<file path="src/rtl/mem_read_arbiter.sv">
// rtl/mem_read_arbiter.sv - two-requester round-robin arbiter for one AXI-style read channel
//
// Purpose:
//   Shares one memory read channel between the i-cache refill engine (requester 0)
//   and the d-cache refill engine (requester 1). Address requests are arbitrated
//   round-robin, only one burst is outstanding at a time, and each data beat is
//   routed only to the requester that owns the current burst.
//
// Ports:
//   clk, rst_n                      clock, synchronous active-low reset
//   sN_araddr/arlen/arvalid/arready requester N address channel (N = 0, 1)
//   sN_rdata/rvalid/rready          requester N data channel
//   m_araddr/arlen/arid/arvalid/arready  memory address channel
//   m_rdata/rvalid/rready           memory data channel
//   busy                            a burst is granted (address or data phase)
//   grant                           index of the current / most recent owner
module mem_read_arbiter #(
  parameter int ADDR_WIDTH = 26,
  parameter int DATA_WIDTH = 32,
  parameter int LEN_WIDTH  = 8
) (
  input  logic                  clk,
  input  logic                  rst_n,

  input  logic [ADDR_WIDTH-1:0] s0_araddr,
  input  logic [LEN_WIDTH-1:0]  s0_arlen,
  input  logic                  s0_arvalid,
  output logic                  s0_arready,
  output logic [DATA_WIDTH-1:0] s0_rdata,
  output logic                  s0_rvalid,
  input  logic                  s0_rready,

  input  logic [ADDR_WIDTH-1:0] s1_araddr,
  input  logic [LEN_WIDTH-1:0]  s1_arlen,
  input  logic                  s1_arvalid,
  output logic                  s1_arready,
  output logic [DATA_WIDTH-1:0] s1_rdata,
  output logic                  s1_rvalid,
  input  logic                  s1_rready,

  output logic [ADDR_WIDTH-1:0] m_araddr,
  output logic [LEN_WIDTH-1:0]  m_arlen,
  output logic [3:0]            m_arid,
  output logic                  m_arvalid,
  input  logic                  m_arready,
  input  logic [DATA_WIDTH-1:0] m_rdata,
  input  logic                  m_rvalid,
  output logic                  m_rready,

  output logic                  busy,
  output logic                  grant
);

  typedef enum logic [1:0] {
    ST_IDLE = 2'd0,
    ST_ADDR = 2'd1,
    ST_DATA = 2'd2
  } state_t;

  state_t                  state_q, state_d;
  logic                    grant_q, grant_d;
  logic                    last_grant_q, last_grant_d;
  logic [ADDR_WIDTH-1:0]   r_addr_q, r_addr_d;
  logic [LEN_WIDTH-1:0]    r_len_q, r_len_d;
  logic [LEN_WIDTH-1:0]    beat_cnt_q, beat_cnt_d;

  logic                    pick;
  logic [LEN_WIDTH-1:0]    len_sel;
  logic                    own_rready;

  // last_grant resets to 1 so that requester 0 wins the very first tie.
  always_ff @(posedge clk) begin
    if (!rst_n) begin
      state_q      <= ST_IDLE;
      grant_q      <= 1'b0;
      last_grant_q <= 1'b1;
      r_addr_q     <= '0;
      r_len_q      <= LEN_WIDTH'(1);
      beat_cnt_q   <= '0;
    end else begin
      state_q      <= state_d;
      grant_q      <= grant_d;
      last_grant_q <= last_grant_d;
      r_addr_q     <= r_addr_d;
      r_len_q      <= r_len_d;
      beat_cnt_q   <= beat_cnt_d;
    end
  end

  // Read data fans out to both requesters; only rvalid says whose beat it is.
  assign s0_rdata = m_rdata;
  assign s1_rdata = m_rdata;

  assign m_araddr = r_addr_q;
  assign m_arlen  = r_len_q;
  assign m_arid   = {3'b000, grant_q};
  assign busy     = (state_q != ST_IDLE);
  assign grant    = grant_q;

  always_comb begin
    state_d      = state_q;
    grant_d      = grant_q;
    last_grant_d = last_grant_q;
    r_addr_d     = r_addr_q;
    r_len_d      = r_len_q;
    beat_cnt_d   = beat_cnt_q;

    pick         = 1'b0;
    len_sel      = '0;
    own_rready   = grant_q ? s1_rready : s0_rready;

    m_arvalid    = 1'b0;
    m_rready     = 1'b0;
    s0_arready   = 1'b0;
    s1_arready   = 1'b0;
    s0_rvalid    = 1'b0;
    s1_rvalid    = 1'b0;

    unique case (state_q)
      ST_IDLE: begin
        if (s0_arvalid || s1_arvalid) begin
          // On a tie the requester that did not own the previous burst wins.
          pick     = (s0_arvalid && s1_arvalid) ? ~last_grant_q : s1_arvalid;
          len_sel  = pick ? s1_arlen : s0_arlen;
          grant_d  = pick;
          r_addr_d = pick ? s1_araddr : s0_araddr;
          r_len_d  = (len_sel == '0) ? LEN_WIDTH'(1) : len_sel;
          state_d  = ST_ADDR;
        end
      end

      ST_ADDR: begin
        m_arvalid = 1'b1;
        if (grant_q) s1_arready = m_arready;
        else         s0_arready = m_arready;
        if (m_arready) begin
          beat_cnt_d = '0;
          state_d    = ST_DATA;
        end
      end

      ST_DATA: begin
        m_rready  = own_rready;
        s0_rvalid = !grant_q && m_rvalid;
        s1_rvalid =  grant_q && m_rvalid;
        if (m_rvalid && own_rready) begin
          beat_cnt_d = beat_cnt_q + LEN_WIDTH'(1);
          if (beat_cnt_q == r_len_q - LEN_WIDTH'(1)) begin
            last_grant_d = grant_q;
            state_d      = ST_IDLE;
          end
        end
      end

      default: state_d = ST_IDLE;
    endcase
  end

endmodule

</file>
<file path="config.mk">
export PLATFORM = sky130hd
export DESIGN_NAME = mem_read_arbiter
export DESIGN_NICKNAME = d
export VERILOG_FILES = /design/src/rtl/mem_read_arbiter.sv
export SDC_FILE = /design/constraint.sdc
export NUM_CORES = 1
export LEC_CHECK = 0
export CAP_MARGIN = 0
export CORE_MARGIN = 3
export CORE_UTILIZATION = 28
export DETAILED_ROUTE_END_ITERATION = 12
export PLACE_DENSITY = 0.73
export SYNTH_ARGS = -nofsm -noshare
export SYNTH_HDL_FRONTEND = slang
export SYNTH_SLANG_ARGS = --single-unit
</file>
<file path="constraint.sdc">
create_clock -name clk -period 2.6 [get_ports clk]
set_clock_uncertainty 0.2 [all_clocks]
set_input_delay 0.26 -clock clk [delete_from_list [all_inputs] [get_ports clk]]
set_output_delay 0.26 -clock clk [all_outputs]
set_load 0.01 [all_outputs]
</file>
## Yosys cells after proc, flatten, opt, wreduce, memory -nomap -nowiden

Cells that the tools add are included.

| operators by class | value |
|---|---|
| $add $sub $neg | 2 |
| equality and inequality tests | 7 |
| multiplexer cells | 21 |
| bitwise gates (word level) | 1 |
| reductions and logical operators | 14 |

Operators with widths:

| operator | count |
|---|---|
| two-way mux 8 bit | 4 |
| two-way mux 26 bit | 1 |
| one-hot mux 8 bit (2 select lines) | 1 |
| two-way mux 1 bit | 10 |
| adder 8 x 1 -> 8 bit (second input constant) | 1 |
| == test 8 bit | 1 |
| zero test 8 bit | 1 |
| two-way mux 2 bit | 4 |
| inequality test 2 bit (second input constant) | 4 |
| subtractor 8 x 1 -> 8 bit (second input constant) | 1 |
| one-hot mux 2 bit (3 select lines) | 1 |
| AND reduction 3 bit | 2 |
| logical AND 1 bit | 4 |
| AND reduction 4 bit | 1 |
| nonzero test 2 bit | 2 |
| == test 2 x 1 -> 1 bit (second input constant) | 1 |
| == test 2 bit (second input constant) | 1 |
| zero test 2 bit | 1 |
| AND reduction 2 bit | 1 |
| zero test 1 bit | 1 |
| logical OR 1 bit | 1 |
| NOT 1 bit | 1 |

| storage, ports and cells | value |
|---|---|
| flip-flop bits (word level) | 46 |
| bits of input ports | 108 |
| output and inout bits | 110 |
| word-level logic and storage cells | 51 |

## Longest topological paths before layout

Gate-level depths: netlist of the first run.

| logic depth | value |
|---|---|
| word-level depth | 5 |
| gate-level depth with buffers | 7 |
| gate-level depth less buffers | 7 |

## Worst setup path before layout of the first run

Ideal clock, no wire load.

| timing | value |
|---|---|
| path type | register -> register |
| from | reg r_len_q[0] (netlist: m_arlen[0]) |
| to | reg last_grant_q |
| library setup time | 72 ps |
| arrival time | 1754 ps |
| data required time | 2328 ps |
| slack | 574 ps |
| cell stages (with the launch flop) | 8 |
| buffers on the path | 0 |
| clock period less this slack | 2026 ps |
| cells stage by stage | dfxtp_1 inv_1 ha_1 xnor2_1 nor4b_2 nand4_1 a211oi_2 mux2i_1 |

| between the ends | value |
|---|---|
| longest elaborated chain between the ends | 3 |

RTL lines:

| element | line | RTL |
|---|---|---|
| start, declared | 64 | `logic [LEN_WIDTH-1:0] r_len_q, r_len_d;` |
| start signal, assigned | 85 | `r_len_q <= r_len_d;` |
| subtractor 8 x 1 -> 8 bit | 148 | `if (beat_cnt_q == r_len_q - LEN_WIDTH'(1)) begin` |
| == test 8 bit | 148 |  |
| AND reduction 3 bit (no line) | n/a |  |
| end signal, assigned | 83 | `last_grant_q <= last_grant_d;` |
| end, declared | 62 | `logic last_grant_q, last_grant_d;` |

Every way passes these cells.
A chain may end at the register's enable or synchronous reset.

## Worst setup path after layout of the first run

Ends and elaborated chain as after synthesis.

==> results of run 1 <==
==> power groups by stage <==
stage          combinational, W  sequential, W  clock, W
2_1_floorplan          0.000368       0.000874         0
3_3_place_gp           0.000617       0.000850         0
3_5_place_dp           0.000625       0.000852         0
4_1_cts                0.000628       0.000837  0.000542
5_1_grt                0.000677       0.000847  0.000568
6_report               0.000619       0.000836  0.000525
==> per-layer routing <==
layer	vias up	part of all wire, %	global-route usage (%)
li1	1192	-	-
met1	1068	38	13.21
met2	104	49	21.23
met3	24	9.5	4.679
met4	0	2.6	4.509
met5	-	0	0
==> worst max-delay path, stage by stage (launching register included) <==
cell	delay, ns
sky130_fd_sc_hd__dfxtp_1	0.49
sky130_fd_sc_hd__inv_1	0.12
sky130_fd_sc_hd__ha_1	0.32
sky130_fd_sc_hd__xnor2_1	0.14
sky130_fd_sc_hd__nor4b_2	0.28
sky130_fd_sc_hd__nand4_1	0.17
sky130_fd_sc_hd__a211oi_2	0.30
sky130_fd_sc_hd__mux2i_1	0.21
==> logic make-up after synthesis <==
logic type	after synthesis	share of synthesized area [%]
adder cells (fa/ha/maj)	2	0.8653
multiplexers	35	12.12
other	1	0.1297
AO/OA/AOI/OAI	56	13.67
buffers and inverters	89	21.29
AND/OR/NAND/NOR	88	14.93
flip-flops	46	31.85
XOR/XNOR	17	5.149
==> registers in the layout (all words and copies together), names as in the netlist <==
signal	cells
beat_cnt_q	8
grant	1
last_grant_q	1
m_araddr	26
m_arlen	8
state_q	2
==> worst max-delay path by stage <==
stage | from | to | slack (ns) | cells past startpoint
after floorplan | m_arlen[0]$_SDFFE_PN1P_ | last_grant_q$_SDFFE_PN1P_ | 0.57 | 7
after global placement | s0_arlen[3] | m_arlen[0]$_SDFFE_PN1P_ | 0.33 | 5
after detailed placement | m_arlen[0]$_SDFFE_PN1P_ | last_grant_q$_SDFFE_PN1P_ | 0.32 | 7
after CTS | m_arlen[0]$_SDFFE_PN1P_ | last_grant_q$_SDFFE_PN1P_ | 0.29 | 7
after global routing | m_arlen[0]$_SDFFE_PN1P_ | last_grant_q$_SDFFE_PN1P_ | 0.14 | 7
final | m_arlen[0]$_SDFFE_PN1P_ | last_grant_q$_SDFFE_PN1P_ | 0.31 | 7
==> cells in the final DEF (no fill, tap or decap), types with 2 or more instances in the layout <==
| master | Yosys | final |
|---|---|---|
| sky130_fd_sc_hd__conb_1 | 1 | 3 |
| sky130_fd_sc_hd__nand4_1 | 5 | 5 |
| sky130_fd_sc_hd__clkbuf_1 | 5 | 2 |
| sky130_fd_sc_hd__a211oi_1 | 34 | 34 |
| sky130_fd_sc_hd__o21ai_0 | 7 | 7 |
| sky130_fd_sc_hd__nor2_1 | 51 | 50 |
| sky130_fd_sc_hd__and3_1 | 3 | 3 |
| sky130_fd_sc_hd__mux2i_1 | 35 | 35 |
| sky130_fd_sc_hd__inv_1 | 5 | 5 |
| sky130_fd_sc_hd__nand2_1 | 6 | 6 |
| sky130_fd_sc_hd__buf_4 | 72 | 4 |
| sky130_fd_sc_hd__clkdlybuf4s50_1 | 0 | 118 |
| sky130_fd_sc_hd__xor2_1 | 10 | 10 |
| sky130_fd_sc_hd__clkbuf_8 | 0 | 5 |
| sky130_fd_sc_hd__nand3b_1 | 2 | 2 |
| sky130_fd_sc_hd__xnor2_1 | 7 | 7 |
| sky130_fd_sc_hd__nor3_1 | 5 | 5 |
| sky130_fd_sc_hd__ha_1 | 2 | 2 |
| sky130_fd_sc_hd__buf_12 | 0 | 2 |
| sky130_fd_sc_hd__dfxtp_1 | 46 | 46 |
| sky130_fd_sc_hd__a21oi_1 | 5 | 5 |
| sky130_fd_sc_hd__and3_2 | 2 | 2 |
| sky130_fd_sc_hd__nor4_1 | 2 | 2 |
| sky130_fd_sc_hd__nand2b_1 | 2 | 2 |
| sky130_fd_sc_hd__nor2b_1 | 2 | 2 |
==> cell usage after synthesis (all sizes together) (2+ instances only) <==
library cell	number	area [um^2]
nor3	5	25.02
ha	2	25.02
and3	5	33.78
inv	5	18.77
xnor2	7	61.31
o21ai	8	40.03
nor2b	2	12.51
xor2	10	87.58
nand2b	2	12.51
dfxtp	46	920.9
nand3b	2	15.01
clkbuf	6	26.28
nor2	51	191.4
nor4	3	25.02
buf	78	570.6
a21oi	5	25.02
a211oi	35	267.8
mux2i	35	350.3
nand2	6	22.52
nand4	5	31.28
==> through the flow <==
step	worst slack, ns	hold WS, ns	utilization [%]	total power [W]
floorplan	0.5744	0.1489	-	0.001242
global placement	0.3287	0.2874	37.73	0.001467
detailed placement	0.3160	0.2929	37.73	0.001478
CTS	0.2892	0.3054	38.80	0.002006
global route	0.1391	0.3200	38.80	0.002092
finish	0.3093	0.3007	38.80	0.001979
==> cell type report <==
type,count,area (um^2),share of cell area [%]
Sequential cell,46,920.9,23.95
Tap cell,133,166.4,4.328
Clock buffer,7,76.32,1.985
Timing Repair Buffer,124,1251,32.54
Inverter,5,18.77,0.4881
Multi-Input combinational cell,201,1381,35.93
Clock inverter,1,30.03,0.7810
==> results.py, run 1 <==
metrics = {
    "timing": {
        "timing_worst_slew_pin_value_ns": 0.7007,
        "max-slew-margin-rel_pct": 53.24,
        "setup_total_negative_slack_ns": 0,
        "max_freq_mhz": 436.5,
        "finalCriticalPeriod_ns": 2.291,
        "finalHoldViolCount": 0,
        "finalCritPeriodShare_pct": 88.11,
        "slew_violations": 0,
        "finalSetupViolations": 0,
        "rsz0062_at_grt": "false",
    },
    "yosys": {
        "synth.cell_area_um2": 2892,
        "synth.ff_latch_count": 46,
        "yosys_warnings": 0,
        "synthCells": 334,
        "post_synth.cell_area_avg_um2": 8.657,
        "post_synth_arst_share_pct": 0,
        "edff_count_synth": 0,
        "netlist-cell-type-count": 42,
        "yosysSeqAreaShare_pct": 31.85,
        "ys_dominant_reg_cell": "sky130_fd_sc_hd__dfxtp_1",
    },
    "setup_path": {
        "rr_startpoint": "m_arlen[0]$_SDFFE_PN1P_",
        "rr_endpoint": "last_grant_q$_SDFFE_PN1P_",
        "startpoint_type_of_the_worst_setup_path": "flop",
        "timing.critical_path.fanout_max": 7,
        "reg2reg_depth": 7,
        "critical_path_class": "flop to flop",
        "critical_path_required_ns": 2.62,
        "timing.critical_path.arrival_ns": 2.31,
        "setup.reg_to_reg.worst_slack_ns": 0.31,
        "end_kind": "flop",
    },
    "clock_network": {
        "clock_sinks": 46,
        "clkTransAtPathRegs_ns": 0.08,
        "clock_insertion_delay_worst_skew_ns": 0.29,
        "tritoncts_clock_tree": "done",
        "number_of_gates_resized_after_cts": 0,
        "clock_tree.buffer_depth": 2,
        "cts_hold_buf": 0,
        "cts.htree.levels": 2,
        "cts_inserted_buffers": 5,
        "post_cts.repair.setup_buffers": 0,
        "clock_root_buffer": "sky130_fd_sc_hd__clkbuf_8",
    },
    "layout": {
        "fin_nets": 493,
        "final_layout_size_suffix_gt1_share_pct": 5.469,
        "finalInstanceArea_um2": 3845,
        "antenna_cells_inserted": 0,
        "instances_no_fill": 517,
        "synthToLayoutAreaGrowth_pct": 32.97,
        "fillCellCount": 1007,
    },
    "place": {
        "place_area_um2": 3739,
        "detailed_place_hpwl_um": 5816,
        "placed_cells": 509,
        "numPortBuffers": 118,
        "gp_weighted_congestion": 0.8604,
    },
    "hold_path": {
        "path_category_of_the_worst_min_delay_check": "flop to flop",
        "whs_endpoint": "m_araddr[25]$_SDFFE_PN0P_",
        "worst_hold_path.num_cells": 2,
        "holdCritStartpoint": "m_araddr[25]$_SDFFE_PN0P_",
    },
    "power_and_ir_drop": {
        "p_switching_w": 0.0005629,
        "power.sequential.fraction_pct": 42.2,
        "pwr_density_cell_nw_per_um2": 514.6,
        "internal_power_w": 0.001416,
        "switching_share_of_power_pct": 28.45,
        "leakagePower_nw": 1.422,
        "power_frac_comb_pct": 31.3,
        "clock_power_share_pct": 26.5,
        "ir_worst_vdd_mv": 0.2675,
    },
    "grt": {
        "grt_max_degree": 49,
        "globalRoute.totalOverflow": 0,
        "groute.usage.overall_pct": 12.13,
        "vias_in_the_first_global_route": 2425,
        "antenna_found_initial": 0,
        "grt_pass1_wl_um": 11340,
    },
    "floorplan": {
        "die_area_um2": 11580,
        "ios": 218,
        "design.core.area_um2": 9910,
        "die_height_um": 107.6,
        "die_width_um": 107.6,
        "rows": 36,
        "floorplan.initialDensity_pct": 29.18,
    },
    "route": {
        "drt_iter0_markers": 68,
        "drt_pass1_iterations": 4,
        "vias_per_cell": 4.619,
        "detail_route.drc_violations": 0,
        "routed_wirelength_um": 7129,
        "antenna_left": 0,
        "post_drt_wl_per_cell_um": 13.79,
        "via_count": 2388,
    },
    "status": {
        "outcome": "completed",
    },
    "run": {
        "cap_viol_max_count": 0,
    },
}
(Power assumes the default switching activity.)
==> run 2: changes to the inputs <==
--- a/config.mk
+++ b/config.mk
@@ -9,7 +9,7 @@
 export CORE_MARGIN = 3
 export CORE_UTILIZATION = 28
 export DETAILED_ROUTE_END_ITERATION = 12
-export PLACE_DENSITY = 0.73
+export PLACE_DENSITY = 0.75
 export SYNTH_ARGS = -nofsm -noshare
 export SYNTH_HDL_FRONTEND = slang
 export SYNTH_SLANG_ARGS = --single-unit
==> constraint.sdc (replaced) <==
create_clock -name clk -period 1.91 [get_ports clk]
set_clock_uncertainty 0.2 [all_clocks]
set_input_delay 0.191 -clock clk [delete_from_list [all_inputs] [get_ports clk]]
set_output_delay 0.191 -clock clk [all_outputs]
set_load 0.1 [all_outputs]
==> run 2 against run 1 <==
Net effect: cell area grew 7.6%; fmax grew 21%; clock power grew 32%; sequential power rose by 35%; critical path depth stayed put; setup slack lost 0.29 ns; via count is 1.2% higher; critical path type unchanged; cell count rose by 1.9%; critical endpoint unchanged; hold slack worse by 0.12 ns; highest routed layer unchanged.
==> results.py, run 2 (synthesized netlist as in run 1, its figures left out) <==
metrics = {
    "status": {
        "outcome": "completed",
    },
    "setup_path": {
        "critical_path_class": "flop to flop",
        "startpoint_type_of_the_worst_setup_path": "flop",
        "cp_slowest_stage_delay_ns": 0.36,
        "timing.critical_path.fanout_max": 2,
        "crit_path_cell_chain": "inv_4 -> ha_4 -> xnor2_2 -> nor4b_2 -> nand4_1 -> a211oi_2 -> mux2i_1",
        "timing.critical_path.arrival_ns": 1.91,
        "end_kind": "flop",
        "critical_path_required_ns": 1.93,
        "cpMaxStageDelayCell": "sky130_fd_sc_hd__dfxtp_4",
    },
    "floorplan": {
        "die_height_um": 107.6,
        "die_width_um": 107.6,
        "ios": 218,
        "rows": 36,
        "design.core.area_um2": 9910,
        "die_area_um2": 11580,
        "floorplan.initialDensity_pct": 29.18,
    },
    "grt": {
        "globalRoute.totalOverflow": 0,
        "antenna_found_initial": 0,
        "grt_pass1_wl_um": 12050,
        "groute.usage.overall_pct": 12.88,
        "vias_in_the_first_global_route": 2520,
        "grt_max_degree": 35,
    },
    "route": {
        "vias_per_cell": 4.586,
        "antenna_left": 0,
        "drt_pass1_iterations": 4,
        "via_count": 2417,
        "drt_iter0_markers": 29,
        "detail_route.drc_violations": 0,
        "routed_wirelength_um": 7585,
        "post_drt_wl_per_cell_um": 14.39,
    },
    "place": {
        "detailed_place_hpwl_um": 6219,
        "gp_weighted_congestion": 0.8462,
        "pre_cts_ws_ns": -0.1101,
        "numPortBuffers": 118,
    },
    "power_and_ir_drop": {
        "switching_share_of_power_pct": 43.09,
        "power.sequential.fraction_pct": 32.1,
        "pwr_density_cell_nw_per_um2": 854.1,
        "ir_worst_vdd_mv": 0.4577,
        "internal_power_w": 0.002011,
        "leakagePower_nw": 1.612,
        "p_switching_w": 0.001522,
        "clock_power_share_pct": 19.6,
        "power_frac_comb_pct": 48.2,
    },
    "timing": {
        "finalCritPeriodShare_pct": 98.89,
        "setup_total_negative_slack_ns": 0,
        "finalCriticalPeriod_ns": 1.889,
        "finalSetupViolations": 0,
        "rsz0062_at_grt": "true",
        "max_freq_mhz": 529.4,
        "finalHoldViolCount": 0,
        "slew_violations": 0,
        "fin_ws_ns": 0.02121,
        "worst_hold_slack_ns": 0.1821,
    },
    "layout": {
        "antenna_cells_inserted": 0,
        "largest_reg_flops": 26,
        "layout.cells.most_common": "sky130_fd_sc_hd__clkdlybuf4s50_1",
        "fin_nets": 503,
        "final_layout_size_suffix_gt1_share_pct": 24.87,
        "layout_common_cells": "sky130_fd_sc_hd__clkdlybuf4s50_1, sky130_fd_sc_hd__nor2_1, sky130_fd_sc_hd__buf_4, sky130_fd_sc_hd__dfxtp_1",
        "fillCellCount": 987,
        "synthToLayoutAreaGrowth_pct": 43.06,
        "final_core_utilization_pct": 41.74,
    },
    "hold_path": {
        "path_category_of_the_worst_min_delay_check": "input port to primary output",
    },
    "clock_network": {
        "clock_root_buffer": "sky130_fd_sc_hd__clkbuf_8",
        "cts_inserted_buffers": 5,
        "clock_tree.buffer_depth": 2,
        "tritoncts_clock_tree": "done",
        "clkTransAtPathRegs_ns": 0.08,
        "cts.htree.levels": 2,
        "clock_insertion_delay_worst_skew_ns": 0.29,
        "clock_sinks": 46,
    },
    "run": {
        "cap_viol_max_count": 0,
    },
}
-- run 2: changes by cell type in the layout (fill, tap and decap cells not counted), sizes merged --
cell / before / now
buf: 6 / 59
clkinvlp: 0 / 1
clkdlybuf4s50: 118 / 75
inv: 5 / 4
clkbuf: 7 / 8
bufinv: 1 / 0
-- run 2: final cells by class --
type | count | area (um^2) | share of cell area [%]
clock buffer | 8 | 111.4 | 2.692
tap | 133 | 166.4 | 4.023
timing repair buffer | 134 | 1456 | 35.21
multi-input combinational | 201 | 1435 | 34.69
sequential | 46 | 942.2 | 22.78
inverter | 5 | 25.02 | 0.6050
-- run 2: final timing paths --
| check | start | endpoint | slack [ns] | cells after the start |
|---|---|---|---|---|
| worst max register to register | m_arlen[0]$_SDFFE_PN1P_ | last_grant_q$_SDFFE_PN1P_ | 0.02 | 7 |
| worst min-delay path | m_rdata[2] | s0_rdata[2] | 0.18 | 0 |
| worst max-delay path | m_arlen[0]$_SDFFE_PN1P_ | last_grant_q$_SDFFE_PN1P_ | 0.02 | 7 |
| worst min register to register | m_araddr[5]$_SDFFE_PN0P_ | m_araddr[5]$_SDFFE_PN0P_ | 0.29 | 2 |
-- run 2: stage by stage --
stage,power [W],instance area (um^2),cells
floorplan,0.002950,3012,336
global placement,0.002834,4006,519
detailed placement,0.002860,4006,519
CTS,0.003575,4118,527
global route,0.003710,4136,527
finish,0.003533,4136,527
-- run 2: worst max-delay path, delay by kind of cell, from the launching register on --
| kind | cells | cell delay, ns |
|---|---|---|
| and+or+nand+nor | 2 | 0.39 |
| DFF | 1 | 0.36 |
| adders and majority gates | 1 | 0.24 |
| AOI/OAI and AO/OA | 1 | 0.24 |
| muxes | 1 | 0.21 |
| xor gates and xnor gates | 1 | 0.14 |
| buffers and inverters | 1 | 0.04 |
-- run 2: power by group through the flow --
stage                     Combinational (W)  Sequential (W)  Clock, W
after floorplan                     0.00114         0.00181         0
after CTS                           0.00170         0.00114  0.000735
final                               0.00170         0.00113  0.000694
after detailed placement            0.00170         0.00116         0
after global routing                0.00179         0.00115  0.000768
after global placement              0.00168         0.00115         0
-- run 2: per-layer routing --
layer  GRT usage, %  part of all wire (%)  vias to the layer above  wire [um]
met1          13.82                    37                     1066       2834
met4          3.246                   1.1                        0         83
li1               -                     -                     1222          -
met3          4.559                   9.7                       12        739
met2          23.85                    52                      117       3927
met5              0                     0                        -          0
-- run 2: repair_timing --
| item | 4_1_cts | 5_1_grt |
|---|---|---|
| hold endpoints to repair | 0 | 0 |
| buffers inserted | 0 | 0 |
| hold buffers | 0 | 0 |
| gates resized for setup | 0 | 5 |
| endpoints found under the setup margin | 0 | 8 |
==> run 3: changes to the inputs <==
--- a/config.mk
+++ b/config.mk
@@ -5,7 +5,6 @@
 export SDC_FILE = /design/constraint.sdc
 export NUM_CORES = 1
 export LEC_CHECK = 0
-export CAP_MARGIN = 0
 export CORE_MARGIN = 3
 export CORE_UTILIZATION = 28
 export DETAILED_ROUTE_END_ITERATION = 12
==> results of run 3 <==
Same layout as run 2: the final DEF is identical, and so are final timing and power.
